File: src/rtl/spi_master_arbiter.sv
// Round-robin arbiter that time-shares one spi_master PISO/SIPO port among
// NUM_REQ requesters, with a grant-to-response watchdog.
module spi_master_arbiter #(
  parameter  int NUM_REQ        = 4,
  parameter  int MAX_XFER_SIZE  = 32,
  parameter  int TIMEOUT_CYCLES = 4096,
  localparam int XFER_CNT_WIDTH = $clog2(MAX_XFER_SIZE)
) (
  input  logic                                i_sys_clk,
  input  logic                                i_sys_rst,
  input  logic [NUM_REQ-1:0]                  i_req,
  input  logic [NUM_REQ*MAX_XFER_SIZE-1:0]    i_req_data,
  input  logic [NUM_REQ*XFER_CNT_WIDTH-1:0]   i_req_xfer_size,
  output logic [NUM_REQ-1:0]                  o_req_ack,
  output logic [MAX_XFER_SIZE-1:0]            o_rsp_data,
  output logic [NUM_REQ-1:0]                  o_rsp_vld,
  output logic [NUM_REQ-1:0]                  o_rsp_err,
  output logic [NUM_REQ-1:0]                  o_grant,
  output logic                                o_busy,
  output logic [MAX_XFER_SIZE-1:0]            o_piso_data,
  output logic [XFER_CNT_WIDTH-1:0]           o_piso_xfer_size,
  output logic                                o_piso_req,
  input  logic                                i_piso_ack,
  input  logic [MAX_XFER_SIZE-1:0]            i_sipo_data,
  input  logic                                i_sipo_rdy
);

  localparam int IDX_W = $clog2(NUM_REQ);
  localparam int WD_W  = (TIMEOUT_CYCLES == 0) ? 1 : $clog2(TIMEOUT_CYCLES + 1);

  typedef enum logic [1:0] {IDLE, ISSUE, WAIT_RSP} state_t;

  state_t            state;
  logic [IDX_W-1:0]  rr_ptr;
  logic [IDX_W-1:0]  grant_idx;
  logic [WD_W-1:0]   wd;

  logic [IDX_W-1:0]  pick_idx;
  logic              pick_vld;
  logic [WD_W-1:0]   wd_inc;
  logic              timeout_hit;
  logic              done;
  logic              abort;
  logic [IDX_W-1:0]  next_ptr;

  // Scan from the highest offset down so the requester closest to rr_ptr
  // is the last (winning) assignment.
  // NOTE: every always_comb output gets a default first so no path leaves
  // it unassigned, which would infer a latch.
  always_comb begin
    pick_vld = 1'b0;
    pick_idx = '0;
    for (int i = NUM_REQ - 1; i >= 0; i--) begin
      if (i_req[(int'(rr_ptr) + i) % NUM_REQ]) begin
        pick_vld = 1'b1;
        pick_idx = IDX_W'((int'(rr_ptr) + i) % NUM_REQ);
      end
    end
  end

  assign wd_inc      = (wd == '1) ? wd : wd + 1'b1;
  assign timeout_hit = (TIMEOUT_CYCLES != 0) && (wd_inc == WD_W'(TIMEOUT_CYCLES));
  assign done        = ((state == ISSUE) && i_piso_ack && i_sipo_rdy) ||
                       ((state == WAIT_RSP) && i_sipo_rdy);
  // A response arriving on the timeout cycle still counts as a completion.
  assign abort       = (state != IDLE) && !done && timeout_hit;
  assign next_ptr    = (int'(grant_idx) == NUM_REQ - 1) ? '0 : grant_idx + 1'b1;

  assign o_req_ack   = (state == ISSUE) ? (o_grant & {NUM_REQ{i_piso_ack}}) : '0;
  assign o_busy      = (state != IDLE);

  // NOTE: sequential state uses non-blocking assignments only, so every
  // register samples pre-edge values regardless of statement order.
  always_ff @(posedge i_sys_clk) begin
    if (i_sys_rst) begin
      state            <= IDLE;
      rr_ptr           <= '0;
      grant_idx        <= '0;
      wd               <= '0;
      o_grant          <= '0;
      o_piso_req       <= 1'b0;
      o_piso_data      <= '0;
      o_piso_xfer_size <= '0;
      o_rsp_data       <= '0;
      o_rsp_vld        <= '0;
      o_rsp_err        <= '0;
    end else begin
      o_rsp_vld <= '0;
      o_rsp_err <= '0;
      if (state == IDLE) begin
        if (pick_vld) begin
          state            <= ISSUE;
          grant_idx        <= pick_idx;
          o_grant          <= NUM_REQ'(1) << pick_idx;
          o_piso_data      <= i_req_data[pick_idx*MAX_XFER_SIZE +: MAX_XFER_SIZE];
          o_piso_xfer_size <= i_req_xfer_size[pick_idx*XFER_CNT_WIDTH +: XFER_CNT_WIDTH];
          o_piso_req       <= 1'b1;
          wd               <= '0;
        end
      end else begin
        wd <= wd_inc;
        if (done || abort) begin
          state      <= IDLE;
          o_piso_req <= 1'b0;
          o_grant    <= '0;
          rr_ptr     <= next_ptr;
          if (done) begin
            o_rsp_data <= i_sipo_data;
            o_rsp_vld  <= o_grant;
          end else begin
            o_rsp_err  <= o_grant;
          end
        end else if ((state == ISSUE) && i_piso_ack) begin
          state      <= WAIT_RSP;
          o_piso_req <= 1'b0;
        end
      end
    end
  end

endmodule

File: config.mk
export PLATFORM = sky130hd
export DESIGN_NAME = spi_master_arbiter
export DESIGN_NICKNAME = d
export VERILOG_FILES = /design/src/rtl/spi_master_arbiter.sv
export SDC_FILE = /design/constraint.sdc
export NUM_CORES = 1
export LEC_CHECK = 0
export BUFFER_PORTS_ARGS = -buffer_cell sky130_fd_sc_hd__buf_2
export CORE_MARGIN = 2
export CORE_UTILIZATION = 49
export CTS_BUF_LIST = sky130_fd_sc_hd__clkbuf_16
export DETAILED_ROUTE_END_ITERATION = 10
export HOLD_SLACK_MARGIN = 0.02
export PLACE_DENSITY = 0.89
export SKIP_LAST_GASP = 1
export SYNTH_ARGS = -nofsm -noshare
export SYNTH_HDL_FRONTEND = slang
export SYNTH_SLANG_ARGS = --single-unit
File: constraint.sdc
create_clock -name i_sys_clk -period 4.15 [get_ports i_sys_clk]
set_input_delay 0.6225 -clock i_sys_clk [delete_from_list [all_inputs] [get_ports i_sys_clk]]
set_output_delay 0.6225 -clock i_sys_clk [all_outputs]
set_load 0.03 [all_outputs]
==> results of run 1 <==
[worst max-delay path, stage by stage, from the launching register on]
cell and delay [ps]:
sky130_fd_sc_hd__dfxtp_1 560, sky130_fd_sc_hd__ha_1 390, sky130_fd_sc_hd__nand4_1 230, sky130_fd_sc_hd__nor4_1 460, sky130_fd_sc_hd__o22a_1 200, sky130_fd_sc_hd__nand4_1 290
sky130_fd_sc_hd__nor4_1 580, sky130_fd_sc_hd__and2_1 210
[report_power, final]
group | internal (uW) | total, uW | switching (uW)
combinational | 424 | 1220 | 797
clock | 428 | 848 | 420
sequential | 1090 | 1180 | 88.3
total | 1940 | 3250 | 1310
[metal layers]
layer / global-route usage / vias to the layer above / part of all wire
met5: 0 / - / 0
met4: 0.0879 / 0 / 0.023
met3: 0.0735 / 44 / 0.091
met2: 0.480 / 300 / 0.49
met1: 0.357 / 2807 / 0.39
li1: - / 2959 / -
[stage by stage]
stage / setup WS [ps] / total power, uW / hold slack (ps)
after detailed placement: 1130 / 2400 / 444
after global placement: 1190 / 2380 / 439
after floorplan: 1900 / 2030 / 459
after CTS: 1270 / 3240 / 455
after global routing: 981 / 3410 / 474
final: 1180 / 3250 / 453
[area by class of cell]
type / count / area (sq um) / area share
multi-input cells: 533 / 3040 / 0.435
flip-flops and latches: 100 / 2000 / 0.286
repair buffers: 284 / 1460 / 0.208
clock buffers: 9 / 225 / 0.0322
well taps: 136 / 170 / 0.0243
clock inverters: 7 / 78.8 / 0.0113
inverters: 6 / 22.5 / 0.00322
[Yosys cell counts, types with 2 or more instances]
library cell and number:
sky130_fd_sc_hd__a211oi_1 38, sky130_fd_sc_hd__a21oi_1 84, sky130_fd_sc_hd__a311o_1 37, sky130_fd_sc_hd__a311oi_1 4, sky130_fd_sc_hd__a31oi_1 4, sky130_fd_sc_hd__a41oi_1 2
sky130_fd_sc_hd__and2_1 50, sky130_fd_sc_hd__and3_1 5, sky130_fd_sc_hd__and4_1 2, sky130_fd_sc_hd__buf_1 2, sky130_fd_sc_hd__buf_2 11, sky130_fd_sc_hd__buf_4 4
sky130_fd_sc_hd__clkbuf_1 45, sky130_fd_sc_hd__dfxtp_1 100, sky130_fd_sc_hd__ha_1 2, sky130_fd_sc_hd__inv_1 6, sky130_fd_sc_hd__mux2i_1 4, sky130_fd_sc_hd__nand2_1 189
sky130_fd_sc_hd__nand3_1 15, sky130_fd_sc_hd__nand3b_1 2, sky130_fd_sc_hd__nand4_1 6, sky130_fd_sc_hd__nand4_4 2, sky130_fd_sc_hd__nor2_1 28, sky130_fd_sc_hd__nor3_1 8
sky130_fd_sc_hd__nor3b_1 2, sky130_fd_sc_hd__nor4_1 5, sky130_fd_sc_hd__o2111ai_1 2, sky130_fd_sc_hd__o21a_1 2, sky130_fd_sc_hd__o21ai_0 9, sky130_fd_sc_hd__o22ai_1 4
sky130_fd_sc_hd__or4_1 2
[registers in the layout, summed over array words and instances (netlist names)]
signal / cells
grant_idx: 2
o_grant: 4
o_piso_data: 32
o_piso_xfer_size: 5
o_rsp_data: 32
o_rsp_err: 4
o_rsp_vld: 4
rr_ptr: 2
state: 2
wd: 13
[cells by family (layout without fill, tap and decap cells)]
group,after synthesis,count (layout),share of synthesized area
AND/OR/NAND/NOR,324,324,0.286
AO/OA/AOI/OAI,201,201,0.265
flip-flops,100,100,0.378
buffers and inverters,69,306,0.0557
multiplexers,5,5,0.0104
adder cells (fa/ha/maj),2,2,0.00472
XOR/XNOR,1,1,0.00165
[how the worst max path moves through the flow]
| stage | startpoint | end | slack, ps | cells after the start |
|---|---|---|---|---|
| 6_report | wd[0]$_SDFFE_PP0P_ | o_rsp_err[0]$_SDFF_PP0_ | 1180 | 7 |
| 3_5_place_dp | i_req[1] | o_piso_data[0]$_SDFFE_PP0P_ | 1130 | 8 |
| 4_1_cts | rr_ptr[1]$_SDFFE_PP0P_ | o_piso_data[0]$_SDFFE_PP0P_ | 1270 | 7 |
| 5_1_grt | rr_ptr[1]$_SDFFE_PP0P_ | o_piso_data[2]$_SDFFE_PP0P_ | 980 | 7 |
| 3_3_place_gp | i_req[1] | o_piso_data[0]$_SDFFE_PP0P_ | 1190 | 8 |
| 2_1_floorplan | wd[1]$_SDFFE_PP0P_ | rr_ptr[1]$_SDFFE_PP0P_ | 1900 | 7 |
==> impl_metrics.tcl, run 1 <==
set metrics [dict create \
    arrival_ps 3260 \
    finalWeightedCongestion 0.923 \
    reg2reg_depth 7 \
    finalSetupTns_ps 0 \
    avgSynthCellArea_sq_um 7.55 \
    ctsHoldBuffers 0 \
    timing_hold_violations_final 0 \
    min_from "o_rsp_data[30]$_SDFFE_PP0P_" \
    worst_hold_path.num_cells 2 \
    grt_start_max_net_pins 50 \
    total_number_of_yosys_warnings 0 \
    fp.dieH_um 108 \
    timing.slew.headroom 0.259 \
    htreeDepth 3 \
    vias 6110 \
    finish.cell_count_without_fillers 1075 \
    p_leak_uw 0.00315 \
    slew_viol_final 0 \
    synthDistinctLibCells 57 \
    post_detailed_route_drc_marker_count 0 \
    drc_violation_total_after_the_first_tritonroute_iteration 547 \
    layout.cells.most_common "sky130_fd_sc_hd__buf_2" \
    worst_hold_path_type "register to register" \
    worst_r2r_startpoint "wd[0]$_SDFFE_PP0P_" \
    rsz0062_at_grt "false" \
    critical_path_peak_fanout 10 \
    cts_tree "done" \
    clock-skew-final_ps 10.3 \
    post_cts_setup_repair_buffer_count 0 \
    hpwl_um 12700 \
    placement.cell_area_sq_mm 0.00670 \
    ctsRootBufferMaster "sky130_fd_sc_hd__clkbuf_16" \
    number_of_enable_type_register_cells_in_the_synthesized_netlist 0 \
    cp_data_required_time_ps 4440 \
    max_cap_violations 0 \
    drt-pass1-iter-count 7 \
    grt_antenna_before_repair 0 \
    fill_cells 888 \
    layout.cells.most_common_list "sky130_fd_sc_hd__buf_2, sky130_fd_sc_hd__nand2_1, sky130_fd_sc_hd__dfxtp_1" \
    cts_num_sinks 100 \
    die_w_um 108 \
    post_route_cells_drive_above_1_share 0.338 \
    drtAntennaViolNets 0 \
    dominantRegCellSynth "sky130_fd_sc_hd__dfxtp_1" \
    status "finished, final reports clean" \
    ios 275 \
    num-nets-final 1124 \
    ir_worst_vdd_mv 0.274 \
    sequential_element_share_of_the_synthesized_area 0.378 \
    fraction_of_synthesis_flops_using_an_asynchronous_set_or_reset_pin 0 \
    setup.worst_path.end_class "register" \
    worst_hold_path_endpoint "o_rsp_data[30]$_SDFFE_PP0P_" \
    floorplan.die_area_sq_mm 0.0117 \
    syn-instance-count 702 \
    global_route_wire_length_before_repair_um 26800 \
    endpoint_of_the_worst_register_to_register_path "o_rsp_err[0]$_SDFF_PP0_" \
    post_synth_main_area_contributors "sky130_fd_sc_hd__dfxtp_1, sky130_fd_sc_hd__nand2_1, sky130_fd_sc_hd__a21oi_1" \
    setup_viol 0 \
    design_area_sq_mm 0.00700 \
    avgRoutedWirePerCell_um 16.2 \
    timing.final.crit_period_ps 2970 \
    insertion_delay_ps 350 \
    finalWirelength_um 17400 \
    synth_largest_area_cell "sky130_fd_sc_hd__dfxtp_1" \
    grt.total_usage 0.285 \
    antenna_cells_inserted 0 \
    grt_pass1_vias 5638 \
    clkSlewWorstSetupHoldPaths_ps 70 \
    start_util 0.509 \
    area.growth.synth_to_final_pct 32.0 \
    placeableCoreArea_sq_mm 0.0104 \
    core.rowCount 37 \
    power_density_mw_per_mm2 464 \
    layout.core_utilization 0.672 \
    synth_area_sq_mm 0.00530 \
    start_kind "register" \
    grt.overflow.total 0 \
    ys_seq_elements 100 \
    fmax_mhz 337 \
    final.period_utilization 0.715 \
    numPlacedInstances 1059 \
    tritoncts.num_buffers 9 \
    numPortBuffers 274 \
    worst_slew_pin_slew_ps 1110 \
    worst-r2r-setup-slack_ps 1180 \
    routed_via_density 5.68 \
    synth_nets 892 \
    cts.repair.resized 0 \
    synthDominantCellAreaShare 0.378 \
    max_root_sink_buffers 2 \
    critPathKind "register to register" \
]
Note: power is estimated with default switching activity, not from simulation.
==> run 2: changes to the inputs <==
- ABC_AREA: unset -> 1
- CORE_UTILIZATION: 49 -> 43
- PLACE_DENSITY: 0.89 -> 0.81
- clock period: 4.15 -> 2.7 ns (I/O delays scaled with it)
==> run 2 against run 1 <==
Effect of this change: die area is 23% higher; first-iteration DRC count is 12% higher; combinational power is 81% higher; register-to-register slack worse by 810 ps; count of clock-buffer cells in the layout unchanged; sequential power is 53% higher; clock power is 64% higher; synthesized cell count is 38% higher; sequential share of layout area decreased by 2.0 points; non-clock buffer count rose by 3; maximum frequency is 28% higher.
==> impl_metrics.tcl, run 2 <==
set metrics [dict create \
    status "finished, final reports clean" \
    timing.slew.headroom 0.585 \
    floorplan.die_area_sq_mm 0.0143 \
    start_kind "register" \
    post_detailed_route_drc_marker_count 0 \
    p_leak_uw 0.00420 \
    global_route_wire_length_before_repair_um 27500 \
    placeableCoreArea_sq_mm 0.0131 \
    final.period_utilization 0.862 \
    critical_path_peak_fanout 74 \
    ir_worst_vdd_mv 0.405 \
    worst-r2r-setup-slack_ps 370 \
    share_clk_of_total_power 0.257 \
    max_root_sink_buffers 2 \
    reg_top3 "o_piso_data (32), o_rsp_data (32), wd (13)" \
    cp_data_required_time_ps 3000 \
    net-switching-power_uw 2220 \
    power_switching_share 0.411 \
    comb_power_share 0.409 \
    number_of_enable_type_register_cells_in_the_synthesized_netlist 0 \
    clkSlewWorstSetupHoldPaths_ps 80 \
    synth_nets 1160 \
    fill_cells 1350 \
    power_frac_seq 0.334 \
    power.internal_uw 3180 \
    layout.cells.most_common "sky130_fd_sc_hd__nand2_1" \
    start_util 0.437 \
    layout.cells.most_common_list "sky130_fd_sc_hd__nand2_1, sky130_fd_sc_hd__buf_2, sky130_fd_sc_hd__nor2_1" \
    drt-pass1-iter-count 7 \
    drtAntennaViolNets 0 \
    worstPathCellList "o21ai_1 -> or2_2 -> nand2_1 -> inv_2 -> nand2_1 -> nand2_2 -> nand2_2 -> buf_12 -> nand2_1 -> nand2_1 -> nand2_1 -> nand3_1 -> nand2_1 -> inv_1" \
    yosysMostFrequentCell "sky130_fd_sc_hd__nand2_1" \
    grt_pass1_vias 5857 \
    ios 275 \
    worst_path_largest_cell_delay_ps 590 \
    tritoncts.num_buffers 9 \
    worst_hold_path_type "input port to register" \
    core.rowCount 42 \
    synth_area_sq_mm 0.00574 \
    insertion_delay_ps 350 \
    critPathKind "register to register" \
    post_cts_setup_repair_buffer_count 0 \
    min_from "i_sipo_data[13]" \
    area.growth.synth_to_final_pct 30.9 \
    slew_viol_final 0 \
    drc_violation_total_after_the_first_tritonroute_iteration 610 \
    synthDistinctLibCells 30 \
    setup.worst_path.end_class "register" \
    cts_num_sinks 100 \
    worst_path_most_repeated_cell "sky130_fd_sc_hd__nand2_1" \
    cts.repair.resized 0 \
    post_route_cells_drive_above_1_share 0.262 \
    htreeDepth 3 \
    die_w_um 120 \
    power_density_mw_per_mm2 718 \
    num-nets-final 1399 \
    sequential_element_share_of_the_synthesized_area 0.349 \
    hpwl_um 12000 \
    setup_viol 0 \
    fmax_mhz 430 \
    ctsHoldBuffers 0 \
    avgSynthCellArea_sq_um 5.92 \
    worstSetupStartpoint "rr_ptr[0]$_SDFFE_PP0P_" \
    cell_with_the_largest_stage_delay_on_the_worst_path "sky130_fd_sc_hd__dfxtp_1" \
    fp.dieH_um 120 \
    clock-skew-final_ps 8.24 \
    post_synth_most_frequent_cells "sky130_fd_sc_hd__nand2_1, sky130_fd_sc_hd__nor2_1, sky130_fd_sc_hd__nand3_1, sky130_fd_sc_hd__dfxtp_1, sky130_fd_sc_hd__inv_1" \
    grt_antenna_before_repair 0 \
    worst_r2r_startpoint "rr_ptr[0]$_SDFFE_PP0P_" \
    total_number_of_yosys_warnings 0 \
    arrival_ps 2630 \
    grt.total_usage 0.232 \
    max_cap_violations 0 \
    finalWirelength_um 16700 \
    synthDominantCellAreaShare 0.349 \
    avgRoutedWirePerCell_um 12.0 \
    ctsRootBufferMaster "sky130_fd_sc_hd__clkbuf_16" \
    synth_largest_area_cell "sky130_fd_sc_hd__dfxtp_1" \
    timing.final.crit_period_ps 2330 \
    timing_hold_violations_final 0 \
    cts_tree "done" \
    grt.overflow.total 0 \
    ys_seq_elements 100 \
    worst_slew_pin_slew_ps 622 \
    rsz0062_at_grt "false" \
    syn-instance-count 970 \
    fraction_of_synthesis_flops_using_an_asynchronous_set_or_reset_pin 0 \
    post_synth_main_area_contributors "sky130_fd_sc_hd__dfxtp_1, sky130_fd_sc_hd__nand2_1, sky130_fd_sc_hd__nor2_1" \
    vias 6692 \
    finalWeightedCongestion 0.931 \
    finalSetupTns_ps 0 \
    routed_via_density 4.81 \
    p_total_uw 5400 \
    numPortBuffers 274 \
    dominantRegCellSynth "sky130_fd_sc_hd__dfxtp_1" \
    grt_start_max_net_pins 75 \
    antenna_cells_inserted 0 \
]
## run 2: cell count changes in the layout (fill, tap and decap cells not counted), moves of 6 or more
| cell | change |
|---|---|
| sky130_fd_sc_hd__a21oi_1 | -64 |
| sky130_fd_sc_hd__and2_1 | -50 |
| sky130_fd_sc_hd__nor3_1 | -6 |
| sky130_fd_sc_hd__inv_1 | +59 |
| sky130_fd_sc_hd__a211oi_1 | -37 |
| sky130_fd_sc_hd__nand3_1 | +116 |
| sky130_fd_sc_hd__nand2_1 | +138 |
| sky130_fd_sc_hd__nor2_1 | +155 |
| sky130_fd_sc_hd__o21ai_1 | +6 |
| sky130_fd_sc_hd__o21ai_0 | +29 |
| sky130_fd_sc_hd__a311o_1 | -37 |
## run 2: cell type report
type,count,area [sq um],share of cell area
clock inverters,7,97.6,0.0130
multi-input cells,742,3170,0.422
inverters,69,259,0.0344
well taps,176,220,0.0293
clock buffers,9,225,0.0300
flip-flops and latches,100,2000,0.266
repair buffers,287,1540,0.205
## run 2: worst paths after layout
check / end / cells after the start
worst max-delay path: o_piso_data[1]$_SDFFE_PP0P_ / 14
worst min-delay path: o_rsp_data[13]$_SDFFE_PP0P_ / 3
worst max register to register: o_piso_data[1]$_SDFFE_PP0P_ / 14
worst min register to register: o_rsp_data[24]$_SDFFE_PP0P_ / 2
## run 2: per-layer routing
layer	vias up	wire [um]	GRT usage
met1	2879	7050	0.293
met2	267	7930	0.386
met3	27	1390	0.0542
li1	3519	-	-
met5	-	0	0
met4	0	361	0.0897
## run 2: kinds of logic (layout without fill, tap and decap cells)
family	count (synthesis)	in the layout	share of synthesized area
buf+inv	128	372	0.100
flops	100	100	0.349
simple gates	667	667	0.478
fa+ha+maj	2	2	0.00436
compound gates	68	68	0.0610
xor+xnor	5	5	0.00762
## run 2: worst max-delay path, delay by kind of cell, from the launching register on
kind / cells / cell delay (ps)
and+or+nand+nor: 10 / 1070
DFF: 1 / 590
buffers and inverters: 3 / 370
AOI/OAI and AO/OA: 1 / 190
## run 2: metrics by stage
step	instance area [sq um]	utilization	hold slack, ps	worst slack (ps)	instances
after CTS	7520	0.572	287	391	1390
after global placement	7200	0.548	457	487	1374
after global routing	7520	0.572	289	61.6	1390
after floorplan	5740	-	454	703	970
final	7520	0.572	293	373	1390
after detailed placement	7200	0.548	465	421	1374
## run 2: power by group through the flow
stage | combinational, uW | sequential (uW) | clock [uW]
6_report | 2210 | 1800 | 1390
5_1_grt | 2480 | 1830 | 1490
4_1_cts | 2220 | 1800 | 1420
3_5_place_dp | 2210 | 1840 | 0
3_3_place_gp | 2200 | 1830 | 0
2_1_floorplan | 1240 | 2200 | 0
